File: config.mk
export PLATFORM = sky130hd
export DESIGN_NAME = simplez_mem_arbiter
export DESIGN_NICKNAME = d
export VERILOG_FILES = /design/src/rtl/simplez_pkg.sv /design/src/rtl/simplez_rr_pick.sv /design/src/rtl/simplez_mem_arbiter.sv
export SDC_FILE = /design/constraint.sdc
export NUM_CORES = 1
export LEC_CHECK = 0
export ABC_CLOCK_PERIOD_IN_PS = 2800
export CAP_MARGIN = 20
export CORE_MARGIN = 4
export CORE_UTILIZATION = 24
export DETAILED_ROUTE_END_ITERATION = 6
export GPL_TIMING_DRIVEN = 1
export PLACE_DENSITY = 0.86
export SLEW_MARGIN = 0
export SYNTH_ARGS = -nofsm -noshare
export SYNTH_HDL_FRONTEND = slang
export SYNTH_HIERARCHICAL = 1
export SYNTH_SLANG_ARGS = --single-unit
File: constraint.sdc
create_clock -name clk -period 2.8 [get_ports clk]
set_input_delay 0.56 -clock clk [delete_from_list [all_inputs] [get_ports clk]]
set_output_delay 0.56 -clock clk [all_outputs]
set_load 0.03 [all_outputs]
File: src/rtl/simplez_pkg.sv
// Shared constants and encodings for the Simplez memory arbiter slice.
// Latency: n/a (declarations only).
// Backpressure: n/a.
package simplez_pkg;

  localparam int DATAW_DEF = 12;
  localparam int ADDRW_DEF = 9;

  // Value driven on the owner pin for the port granted this cycle
  typedef enum logic [1:0] {
    OWN_NONE = 2'd0,
    OWN_A    = 2'd1,
    OWN_B    = 2'd2
  } owner_e;

  // Encoding of the "last served" register
  localparam logic PORT_A = 1'b0;
  localparam logic PORT_B = 1'b1;

  // Memory-mapped LED peripheral word
  localparam logic [8:0] LED_ADDR = 9'o100;

endpackage

File: src/rtl/simplez_rr_pick.sv
// Round-robin pick between two requesters with a bounded burst.
// Latency: combinational.
// Backpressure: a requester that is not picked simply keeps its req high.
module simplez_rr_pick
  import simplez_pkg::*;
#(
  parameter int MAXBURST = 4
) (
  input  logic       req_a,
  input  logic       req_b,
  input  logic       last,
  input  logic [3:0] cnt,
  output logic [1:0] gnt     // bit 0 = A, bit 1 = B
);

  localparam logic [3:0] MAXB = 4'(MAXBURST);

  // Lone requester always wins; a tie stays with last until its burst is used up
  always_comb begin
    gnt = 2'b00;
    if (req_a && req_b) begin
      if (cnt < MAXB) gnt = (last == PORT_A) ? 2'b01 : 2'b10;
      else            gnt = (last == PORT_A) ? 2'b10 : 2'b01;
    end else if (req_a) begin
      gnt = 2'b01;
    end else if (req_b) begin
      gnt = 2'b10;
    end
  end

endmodule

File: src/rtl/simplez_mem_arbiter.sv
// Shares the single-port main memory between the CPU (A) and loader/debug (B).
// Latency: grant and memory pins combinational; read data one cycle after grant.
// Backpressure: an ungranted requester holds req high; bursts are capped at MAXBURST.
module simplez_mem_arbiter
  import simplez_pkg::*;
#(
  parameter int DATAW    = DATAW_DEF,
  parameter int ADDRW    = ADDRW_DEF,
  parameter int MAXBURST = 4
) (
  input  logic             clk,
  input  logic             rstn,
  input  logic             a_req,
  input  logic             a_we,
  input  logic [ADDRW-1:0] a_addr,
  input  logic [DATAW-1:0] a_wdata,
  output logic             a_gnt,
  output logic             a_rvalid,
  output logic [DATAW-1:0] a_rdata,
  input  logic             b_req,
  input  logic             b_we,
  input  logic [ADDRW-1:0] b_addr,
  input  logic [DATAW-1:0] b_wdata,
  output logic             b_gnt,
  output logic             b_rvalid,
  output logic [DATAW-1:0] b_rdata,
  output logic [ADDRW-1:0] mem_addr,
  output logic             mem_wr,
  output logic [DATAW-1:0] mem_wdata,
  input  logic [DATAW-1:0] mem_rdata,
  output logic [1:0]       owner
);

  localparam logic [3:0] MAXB = 4'(MAXBURST);

  logic       last_q, last_d;
  logic [3:0] cnt_q, cnt_d;
  // Set by reset, cleared by the first grant: last reads as B after reset,
  // yet the first tie must go to A, so the picker sees A while this is set.
  logic       fresh_q, fresh_d;
  logic       a_rvalid_q, a_rvalid_d;
  logic       b_rvalid_q, b_rvalid_d;
  logic [1:0] gnt;
  logic       pick_last;

  assign pick_last = fresh_q ? PORT_A : last_q;

  simplez_rr_pick #(.MAXBURST(MAXBURST)) u_pick (
    .req_a (a_req),
    .req_b (b_req),
    .last  (pick_last),
    .cnt   (cnt_q),
    .gnt   (gnt)
  );

  assign a_gnt = gnt[0];
  assign b_gnt = gnt[1];

  // Drive the memory pins and owner from whichever port holds the grant
  always_comb begin
    mem_addr  = '1;
    mem_wr    = 1'b0;
    mem_wdata = '0;
    owner     = OWN_NONE;
    if (a_gnt) begin
      mem_addr  = a_addr;
      mem_wr    = a_we;
      mem_wdata = a_wdata;
      owner     = OWN_A;
    end else if (b_gnt) begin
      mem_addr  = b_addr;
      mem_wr    = b_we;
      mem_wdata = b_wdata;
      owner     = OWN_B;
    end
  end

  // Burst bookkeeping and read-valid pipeline for the next cycle
  always_comb begin
    last_d     = last_q;
    cnt_d      = cnt_q;
    fresh_d    = fresh_q;
    a_rvalid_d = a_gnt & ~a_we;
    b_rvalid_d = b_gnt & ~b_we;
    if (a_gnt || b_gnt) begin
      fresh_d = 1'b0;
      if (b_gnt == last_q) begin
        cnt_d = (cnt_q >= MAXB) ? MAXB : cnt_q + 4'd1;
      end else begin
        last_d = b_gnt;
        cnt_d  = 4'd1;
      end
    end else begin
      cnt_d = 4'd0;
    end
  end

  // Commit state on the falling edge; synchronous active-low reset
  always_ff @(negedge clk) begin
    if (!rstn) begin
      last_q     <= PORT_B;
      cnt_q      <= 4'd0;
      fresh_q    <= 1'b1;
      a_rvalid_q <= 1'b0;
      b_rvalid_q <= 1'b0;
    end else begin
      last_q     <= last_d;
      cnt_q      <= cnt_d;
      fresh_q    <= fresh_d;
      a_rvalid_q <= a_rvalid_d;
      b_rvalid_q <= b_rvalid_d;
    end
  end

  assign a_rvalid = a_rvalid_q;
  assign b_rvalid = b_rvalid_q;
  assign a_rdata  = a_rvalid_q ? mem_rdata : '0;
  assign b_rdata  = b_rvalid_q ? mem_rdata : '0;

endmodule
==> results.txt <==
Core Region: 0.00310 mm2
Synth warnings: 6
Synth top area cells: dfxtp_1, and2_1, a22o_1
Final setup fails: 58
Largest net degree at the start of global routing: 15
Clk_lat worst skew: 0.35 ns
First-pass GRT wire length: 7180 um
Buffers plus inverters on the worst setup path: 2
Clock Sinks: 8
# port buffers: 111
Final WS setup: -1.19 ns
Routed Antenna Nets: 0
Synth Register Bits: 8
CTS tree: yes
Cell chain of the critical path: nor2b_4 > or3_4 > a31oi_4 > nand2b_4 > buf_8 > a2bb2oi_2 > buf_6
Count leader, synth: and2_1
Clock power frac: 18.5%
Total routed wirelength: 5170 um
Initial DRC Count: 41
Comb pwr share: 65.2%
Synth Net Count: 165
WP data required: 2.24 ns
Final core occ: 83.2%
DIE AREA: 0.00431 mm2
Post-Synth Adder-Cell Area: 1.57%
Internal power: 0.466 mW
Crit end category: output port
Share of the synthesized area in the top cell type: 20.1%
RSZ-0062 raised after global routing: true
Net Switching: 0.326 mW
Number of global-route vias before repair: 1,406
Placed insts: 259
WP data arrival: 3.43 ns
Tot Pwr: 0.792 mW
FILL cells: 164
Largest family of logic cells by synthesized area: compound AO/OA/AOI/OAI gates
Hold-fix buffers, CTS: 0
Crit path largest cell delay: 0.35 ns
Ratio of cells with drive above 1 in the final layout: 59.6%
Post-synthesis mux area share: 0%
Failing checks: setup timing
Async set or reset register ratio after synthesis: 0%
Width of the die: 65.6 um
Antenna violations before repair: 0
EDFF count, synth: 0
Fin cells: 284
CP top delay family: simple AND/OR/NAND/NOR gates
Crit path max-delay cell type: or3_4
Compound-Gate Fraction of Synth Area: 33.3%
Hold_ws: 0.532 ns
Worst-path fanout max: 8
Pwr per Cell Area: 307 mW/mm2
Num rows: 20
Crit Reg-Reg Endpoint: cnt_q[1]
Leakage: 1.21 nW
DP Wirelength: 3380 um
Unique masters post-synth: 28
Reg2Reg Depth: 6
Hold worst-path end: cnt_q[0]
Clock slew at reported path FFs: 0.04 ns
Vias: 1,359
WL per Instance: 18.2 um
Top cells by count, synth: and2_1, a22o_1, inv_1
XOR/XNOR share of the synthesized area: 1.10%
Residual DRC count: 0
P&R area growth vs syn: 224%
Stages on worst setup path: 7
Initial Util: 25.7%
Count of pins over their slew limit: 0
Overall global routing resource usage: 21.8%
HP Class: register to register
R2R Setup Slk: 0.74 ns
CTS buffer count: 3
Area of the mapped netlist: 797 um2
Final hold violations: 0
Num ports: 112
Simple-gate area share of the yosys netlist: 31.1%
Mapped Avg Cell Area: 7.66 um2
Gpl congestion: 0.834
# H-tree levels: 1
Net Sw Frac: 41.1%
GRT overflow: 0
Die Height: 65.6 um
R2R Path Start: last_q
CTS root buf: clkbuf_4
N_diodes: 0
Vias/cell: 4.79
Sequential Power Share: 16.3%
VDD IR max: 0.247 mV
Max clock buf depth: 2
Seq/Total Area, Yosys: 20.1%
1st-pass router iterations: 4
Max-Cap Viols: 0
Setup CP Type: register to output port
Worst hold path cell count: 2
Syn Inst Count: 104
Clk_skew: 0.0406 ns
Top_reg_cell synth: dfxtp_1
Status: finished, violations left
Min-delay src: cnt_q[0]
Layout net count: 303
Area leader, netlist: dfxtp_1
CP Launch Type: register
flip-flops by register name (all words and copies together) (netlist names):
signal	count
cnt_q	4
a_rvalid	1
b_rvalid	1
fresh_q	1
last_q	1
worst register-to-register path: stages (launching register included):
cell	delay [ns]
dfxtp_2	0.32
nor2b_4	0.13
or4b_1	0.47
and3_4	0.19
buf_6	0.11
or3b_4	0.39
a2111oi_4	0.33
placed cells by master, fill, tap and decap left out, drive strengths merged, types with 3 or more instances in the layout:
cell type / instances
a2bb2oi: 8
clkbuf: 4
a21oi: 3
nand2: 4
clkdlybuf4s50: 57
and2: 24
dfxtp: 8
buf: 75
a22o: 13
inv: 20
how the worst max path moves through the flow:
stage	start	end	slack [ns]
after floorplan	last_q	mem_wdata[0]	-1.05
after global placement	last_q	mem_wr	-1.17
after detailed placement	last_q	mem_wdata[8]	-1.21
after CTS	last_q	mem_wr	-1.14
after global routing	last_q	mem_addr[0]	-1.25
final	last_q	mem_addr[1]	-1.19
per-stage QoR:
step	setup slack [ns]	area (um2)	setup TNS [ns]
2_1_floorplan	-1.05	1060	-25.05
4_1_cts	-1.14	2470	-34.44
3_3_place_gp	-1.17	2120	-30.20
3_5_place_dp	-1.21	2120	-31.38
5_1_grt	-1.25	2580	-39.52
6_report	-1.19	2580	-37.32
power by group through the flow:
stage | logic (mW) | registers, mW | clock network (mW)
5_1_grt | 0.539 | 0.129 | 0.170
3_5_place_dp | 0.428 | 0.132 | 0.0198
2_1_floorplan | 0.244 | 0.133 | 0.0198
4_1_cts | 0.487 | 0.129 | 0.141
3_3_place_gp | 0.423 | 0.131 | 0.0198
6_report | 0.516 | 0.129 | 0.147
area by class of cell:
type	instances	area, um2	share of cell area, %
clock buffers	3	22.5	0.872
flip-flops and latches	8	169	6.54
well taps	44	55.1	2.13
repair buffers	135	1420	54.8
inverters	12	50.0	1.94
clock inverters	8	30.0	1.16
multi-input cells	74	840	32.5
cells by family (layout without fill, tap and decap cells):
| kind of cell | count (synthesis) | count (layout) |
|---|---|---|
| AO/OA/AOI/OAI | 31 | 31 |
| XOR/XNOR | 1 | 1 |
| adder cells (fa/ha/maj) | 1 | 1 |
| buffers and inverters | 22 | 158 |
| flip-flops | 8 | 8 |
| other | 1 | 1 |
| AND/OR/NAND/NOR | 40 | 40 |
metal layers:
metal | routed length, um | vias up | global-route usage (%)
met2 | 2740 | 90 | 41.2
met5 | 0 | - | 0
li1 | - | 635 | -
met1 | 1860 | 628 | 22.4
met3 | 511 | 6 | 7.69
met4 | 60 | 0 | 5.44
what timing repair did:
item	in CTS	in global routing
cloned	0	1
setup endpoints to repair	59	58
pin swaps	9	3
buffers inserted	9	7
gates resized for setup	168	12
(Power assumes the default switching activity.)
